## src/rtl/sdram_uart_dump.sv

```systemverilog
// Streams WORD_COUNT 16-bit words from the SDRAM read FIFO out over UART as one framed dump:
// A5 5A, word count, data bytes hi/lo, then an 8-bit sum of the data bytes.
module sdram_uart_dump #(
  parameter logic [31:0] CLK_FREQ    = 32'd50_000_000,
  parameter logic [31:0] UART_BAUD   = 32'd115200,
  parameter logic [31:0] BYTE_PERIOD = (CLK_FREQ / UART_BAUD) * 11,
  parameter logic [15:0] WORD_COUNT  = 16'd512
) (
  input  logic        clk_50m,
  input  logic        reset,
  input  logic        start,
  input  logic        sdram_init_done,
  output logic        rd_en,
  input  logic [15:0] rd_data,
  output logic [7:0]  uart_tx_data,
  output logic        uart_tx_enable,
  output logic        busy,
  output logic        done,
  output logic [7:0]  checksum
);

  typedef enum logic [2:0] {
    IDLE, HDR, FETCH, LATCH, SEND_HI, SEND_LO, CKSUM, DONE
  } state_t;

  localparam logic [31:0] GAP_LOAD = BYTE_PERIOD - 32'd1;

  state_t      state;
  logic [31:0] gap_cnt;
  logic [1:0]  hdr_idx;
  logic [15:0] words_left;
  logic [15:0] word_reg;
  logic        cksum_sent;
  logic        gap_done;

  assign gap_done = (gap_cnt == 32'd0);

  always_ff @(posedge clk_50m) begin
    if (reset) begin
      state          <= IDLE;
      rd_en          <= 1'b0;
      uart_tx_data   <= 8'h00;
      uart_tx_enable <= 1'b0;
      busy           <= 1'b0;
      done           <= 1'b0;
      checksum       <= 8'h00;
      gap_cnt        <= 32'd0;
      hdr_idx        <= 2'd0;
      words_left     <= 16'd0;
      word_reg       <= 16'd0;
      cksum_sent     <= 1'b0;
    end else begin
      rd_en          <= 1'b0;
      uart_tx_enable <= 1'b0;
      done           <= 1'b0;
      // The gap counter runs freely through FETCH/LATCH so word boundaries add no delay.
      if (!gap_done) gap_cnt <= gap_cnt - 32'd1;

      case (state)
        IDLE: begin
          if (start && sdram_init_done) begin
            state          <= HDR;
            busy           <= 1'b1;
            checksum       <= 8'h00;
            uart_tx_data   <= 8'hA5;
            uart_tx_enable <= 1'b1;
            gap_cnt        <= GAP_LOAD;
            hdr_idx        <= 2'd1;
            words_left     <= WORD_COUNT;
            cksum_sent     <= 1'b0;
          end
        end

        HDR: begin
          if (gap_done) begin
            uart_tx_enable <= 1'b1;
            gap_cnt        <= GAP_LOAD;
            hdr_idx        <= hdr_idx + 2'd1;
            case (hdr_idx)
              2'd1:    uart_tx_data <= 8'h5A;
              2'd2:    uart_tx_data <= WORD_COUNT[15:8];
              default: uart_tx_data <= WORD_COUNT[7:0];
            endcase
            if (hdr_idx == 2'd3) state <= FETCH;
          end
        end

        FETCH: begin
          rd_en <= 1'b1;
          state <= LATCH;
        end

        // The FIFO presents the word one cycle after the pop, so wait out the rd_en cycle first.
        LATCH: begin
          if (!rd_en) begin
            word_reg <= rd_data;
            state    <= SEND_HI;
          end
        end

        SEND_HI: begin
          if (gap_done) begin
            uart_tx_data   <= word_reg[15:8];
            uart_tx_enable <= 1'b1;
            gap_cnt        <= GAP_LOAD;
            checksum       <= checksum + word_reg[15:8];
            state          <= SEND_LO;
          end
        end

        SEND_LO: begin
          if (gap_done) begin
            uart_tx_data   <= word_reg[7:0];
            uart_tx_enable <= 1'b1;
            gap_cnt        <= GAP_LOAD;
            checksum       <= checksum + word_reg[7:0];
            words_left     <= words_left - 16'd1;
            state          <= (words_left == 16'd1) ? CKSUM : FETCH;
          end
        end

        // First expiry sends the checksum byte, second expiry closes the frame.
        CKSUM: begin
          if (gap_done) begin
            if (!cksum_sent) begin
              uart_tx_data   <= checksum;
              uart_tx_enable <= 1'b1;
              gap_cnt        <= GAP_LOAD;
              cksum_sent     <= 1'b1;
            end else begin
              done  <= 1'b1;
              busy  <= 1'b0;
              state <= DONE;
            end
          end
        end

        DONE: state <= IDLE;

        default: state <= IDLE;
      endcase
    end
  end

endmodule

```

## config.mk

```make
export PLATFORM = sky130hd
export DESIGN_NAME = sdram_uart_dump
export DESIGN_NICKNAME = d
export VERILOG_FILES = /design/src/rtl/sdram_uart_dump.sv
export SDC_FILE = /design/constraint.sdc
export NUM_CORES = 1
export LEC_CHECK = 0
export CAP_MARGIN = 40
export CORE_MARGIN = 2
export CORE_UTILIZATION = 40
export CTS_CLUSTER_SIZE = 25
export DETAILED_ROUTE_END_ITERATION = 6
export HOLD_SLACK_MARGIN = 0.02
export PLACE_DENSITY = 0.55
export SYNTH_ARGS = -nofsm -noshare
export SYNTH_HDL_FRONTEND = slang
export SYNTH_SLANG_ARGS = --single-unit
```

## constraint.sdc

```tcl
create_clock -name clk_50m -period 4.49 [get_ports clk_50m]
set_input_delay 0.449 -clock clk_50m [delete_from_list [all_inputs] [get_ports clk_50m]]
set_output_delay 0.449 -clock clk_50m [all_outputs]
set_load 0.02 [all_outputs]
```

Word-level counts from Yosys, hierarchy flattened:

Cells that the tools add are included.

* bits in registers: 90
* bits of input ports: 20
* logic and storage cells: 106

* bitwise gates (word level): 3
* mux-type cells: 48
* add/sub/neg operators: 5
* reduce and logical (&&, ||, !) cells: 18
* equal/unequal tests: 20

Operator list (count)
* 32-bit 2-to-1 mux: 5
* 32-bit one-hot mux with 3 select lines: 1
* 8-bit 2-to-1 mux: 9
* 8-bit one-hot mux with 5 select lines: 1
* 32-bit logical NOT: 1
* 16-bit 2-to-1 mux: 2
* 16-bit one-hot mux with 2 select lines: 1
* 32-bit by 1-bit subtractor with 32-bit output, second input constant: 1
* 3-bit 2-to-1 mux: 9
* 3-bit one-hot mux with 8 select lines: 1
* 8-bit one-hot mux with 3 select lines: 1
* 2-bit inequality test, second input constant: 9
* 8-bit adder: 2
* 16-bit by 1-bit equality test with 1-bit output, second input constant: 1
* 16-bit by 1-bit subtractor with 16-bit output, second input constant: 1
* 7-bit one-hot mux with 2 select lines: 1
* 3-bit equality test, second input constant: 4
* 1-bit 2-to-1 mux: 11
* 3-bit AND reduction: 3
* 4-bit AND reduction: 2
* 8-bit AND reduction: 1
* 7-bit AND reduction: 1
* 3-bit by 2-bit equality test with 1-bit output, second input constant: 2
* 2-bit nonzero test: 3
* 15 further kinds: 21

Depth between registers and ports, before layout:

* depth in word-level cells: 5
* gate-level depth with buffers: 14

Worst setup path after synthesis:

No wires, ideal clock.

* kind: register to register
* from: register state[0]
* to: register checksum[6]
* period minus slack after synthesis: 2.641 ns
* arrival time: 2.570 ns
* setup slack: 1.849 ns
* stages on the path, launching flop included: 13
* cell sequence: dfxtp_1 > buf_2 > nor2b_1 > and2_1 > clkbuf_1 > nand2_1 > nand2_1 > ha_1 > nor2b_1 > o31a_1 > or4_1 > a31o_2 > a21oi_1

* word-level cells in the longest chain between the ends: 3
* elaborated cells between the ends (all ways): 9
* classes of those cells: eq/ne (5); mux (1); reduce/logical (3)

RTL lines
* from (decl): line 28 `state_t state;`
* from (signal assigned): line 118 `state <= (words_left == 16'd1) ? CKSUM : FETCH;`
* 3-bit equality test or 3-bit logical NOT (tied branches): line 59 `case (state)`
* 2-bit inequality test (no line) or 3-bit nonzero test (tied branches)
* 4-bit AND reduction (no line)
* to (signal assigned): line 106 `checksum <= checksum + word_reg[15:8];`
* to (signal assigned): line 116 `checksum <= checksum + word_reg[7:0];`
* to (decl): line 19 `output logic [7:0] checksum`

Parallel ways exist; a longest one is shown, timed or not.
A chain may end at the register's enable or synchronous reset.

Final worst setup path:

* from: register state[2]
* to: register checksum[6]

The elaborated chain is that of the path after synthesis.

==> results_dict.tcl <==
set metrics [dict create \
    outcome "finished, final reports clean" \
    timing.setup.critical_path_class "flip-flop to flip-flop" \
    number_of_enable_type_register_cells_in_the_synthesized_netlist 0 \
    cts_resized 0 \
    design.die.area_um2 13300 \
    die_width_um 115 \
    postCtsHoldBufs 0 \
    detailedRoute.firstIterationViolations 240 \
    htreeDepth 3 \
    clock_skew_ns 0.00977 \
    congestion_overflow_gr 0 \
    place_congestion 0.880 \
    timing.critical_path.required_ns 4.77 \
    primary_ff_master_synth "dfxtp_1" \
    layout.cells.most_common "dfxtp_1" \
    worst-r2r-setup-slack_ns 1.11 \
    largest_reg_flops 32 \
    rsz_0062_raised_after_global_routing "false" \
    antenna_found_initial 0 \
    worst_r2r_path_depth 11 \
    worstHoldPathCells 2 \
    worstHoldStart "uart_tx_data[4]" \
    max_frequency_ghz 0.296 \
    place_hpwl_um 9600 \
    postSynthRegisterBits 90 \
    vias_per_cell 5.74 \
    top_fanout_value_on_the_critical_path 28 \
    chipHeight_um 115 \
    post_dr_wirelength_cell_um 16.4 \
    critical_path.reg2reg.endpoint "checksum[6]" \
    period_minus_slack_ns 3.38 \
    cts_post_setup_buffers_inserted 0 \
    finalNonFillerCells 814 \
    detail-route-antenna-nets 0 \
    cp.arrival_ns 3.66 \
    maxCapViolCount 0 \
    tritoncts "done" \
    path_clk_slew_ns 0.07 \
    io_buffers 39 \
    syn-instance-count 620 \
    number_of_global_route_vias_before_repair 4532 \
    grt_pass1_wl_um 22700 \
    detail_route.first_pass.iterations 5 \
    finalSetupTns_ns 0 \
    synth_nets 654 \
    hold_viol_final 0 \
    cts_max_path_buffers 2 \
    timing_worst_slew_pin_value_ns 0.841 \
    finalWirelength_um 13300 \
    diodes 0 \
    post_synth.cell_area_avg_um2 7.99 \
    whs_ns 0.465 \
    crit-reg2reg-launch "state[2]" \
    clock_tree.root_cell "clkbuf_16" \
    synth_async_sr_flop_share 0 \
    synth_cell_type_count 64 \
    dr_total_vias 4671 \
    area.growth.synth_to_final_pct 16.2 \
    power.static_leakage_nw 2.04 \
    finalCritPeriodShare 0.753 \
    hold_path_class "flip-flop to flip-flop" \
    vdd_drop_max_mv 0.182 \
    nNetsFinal 675 \
    globalRouteTotalUtil 0.216 \
    crit_path_end_kind "flip-flop" \
    min_delay_worst_endpoint "uart_tx_data[4]" \
    grt_max_degree 36 \
    fp-row-count 40 \
    boundaryPins 40 \
    cellPowerDensity_nw_per_um2 488 \
    timing.slew.headroom 0.439 \
    final-max-slew-violation-count 0 \
    layout.core_utilization 0.477 \
    route.detailed.drc 0 \
    clkSinkCount 90 \
    fp.coreArea_um2 12100 \
    cp-start-kind "flip-flop" \
    most-common-layout-cells "90 x dfxtp_1, 83 x nand2_1, 69 x a21oi_1" \
    layout-drive-gt1-share 0.0712 \
    cts-buffers-inserted 9 \
    yosys_warnings 0 \
    ys_seq_area_frac 0.364 \
    syn-cell-area_um2 4950 \
    clock_latency_ns 0.35 \
    place.detailed.instances 798 \
    start_util 0.411 \
    final-setup-viol-count 0 \
]
final cells by class:
cell class | count | area (um^2)
Clock inverter | 4 | 51.3
Timing Repair Buffer | 46 | 438
Inverter | 23 | 86.3
Fill cell | 1196 | 6300
Sequential cell | 90 | 1800
Multi-Input combinational cell | 471 | 2920
Tap cell | 168 | 210
Clock buffer | 12 | 246
metrics by stage:
step           total power [mW]  instance area [um^2]  worst slack [ns]
6_report                   2.81                  5760              1.11
5_1_grt                    2.99                  5760             0.821
4_1_cts                    2.82                  5760              1.12
3_5_place_dp               2.05                  5460              1.16
3_3_place_gp               2.03                  5460              1.32
2_1_floorplan              1.76                  4950              1.85
cells in the mapped netlist, drive strengths merged (6+ instances only):
master / n / area, um^2
a211oi: 6 / 45.0
a21oi: 69 / 345
buf: 13 / 65.1
clkbuf: 23 / 86.3
dfxtp: 90 / 1800
ha: 13 / 163
inv: 22 / 82.6
mux2i: 10 / 100
nand2: 83 / 312
nand3: 28 / 140
nand4: 13 / 100
nor2: 30 / 113
nor2b: 12 / 75.1
nor3: 17 / 90.1
nor4: 14 / 113
o211ai: 6 / 45.0
o21ai: 31 / 159
o31ai: 14 / 105
or3: 34 / 223
or4: 22 / 173
xor2: 8 / 70.1
where the power goes:
| group | internal [mW] | switching, mW |
|---|---|---|
| sequential | 0.890 | 0.107 |
| clock | 0.447 | 0.322 |
| combinational | 0.383 | 0.664 |
logic make-up after synthesis:
kind of cell	synth area share
simple gates	0.304
buf+inv	0.0480
fa+ha+maj	0.0369
xor+xnor	0.0212
compound gates	0.204
mux	0.0225
flops	0.364
worst max-delay path, stage by stage, from the launching register on:
cell	delay, ns
dfxtp_1	0.87
nand3b_1	0.57
nand2_1	0.20
nand2_1	0.08
ha_1	0.19
inv_1	0.07
fa_1	0.20
nor2b_1	0.07
o31a_1	0.27
or4_1	0.41
a31o_2	0.24
a21oi_1	0.12
per-layer routing:
layer | wire [um] | track usage | up-vias
met5 | 0 | 0 | -
met4 | 265 | 0.0819 | 0
met3 | 457 | 0.0311 | 20
met2 | 6440 | 0.366 | 102
met1 | 6180 | 0.278 | 2221
li1 | - | - | 2328
worst max path at each step:
stage	start	to	slack, ns	depth (start not counted)
finish	state[2]	checksum[6]	1.11	11
global route	state[2]	checksum[6]	0.82	11
CTS	state[2]	checksum[6]	1.12	11
detailed placement	state[2]	checksum[6]	1.16	11
global placement	state[2]	checksum[6]	1.32	11
floorplan	state[0]	checksum[6]	1.85	12
Power figures use the tool's default switching activity.
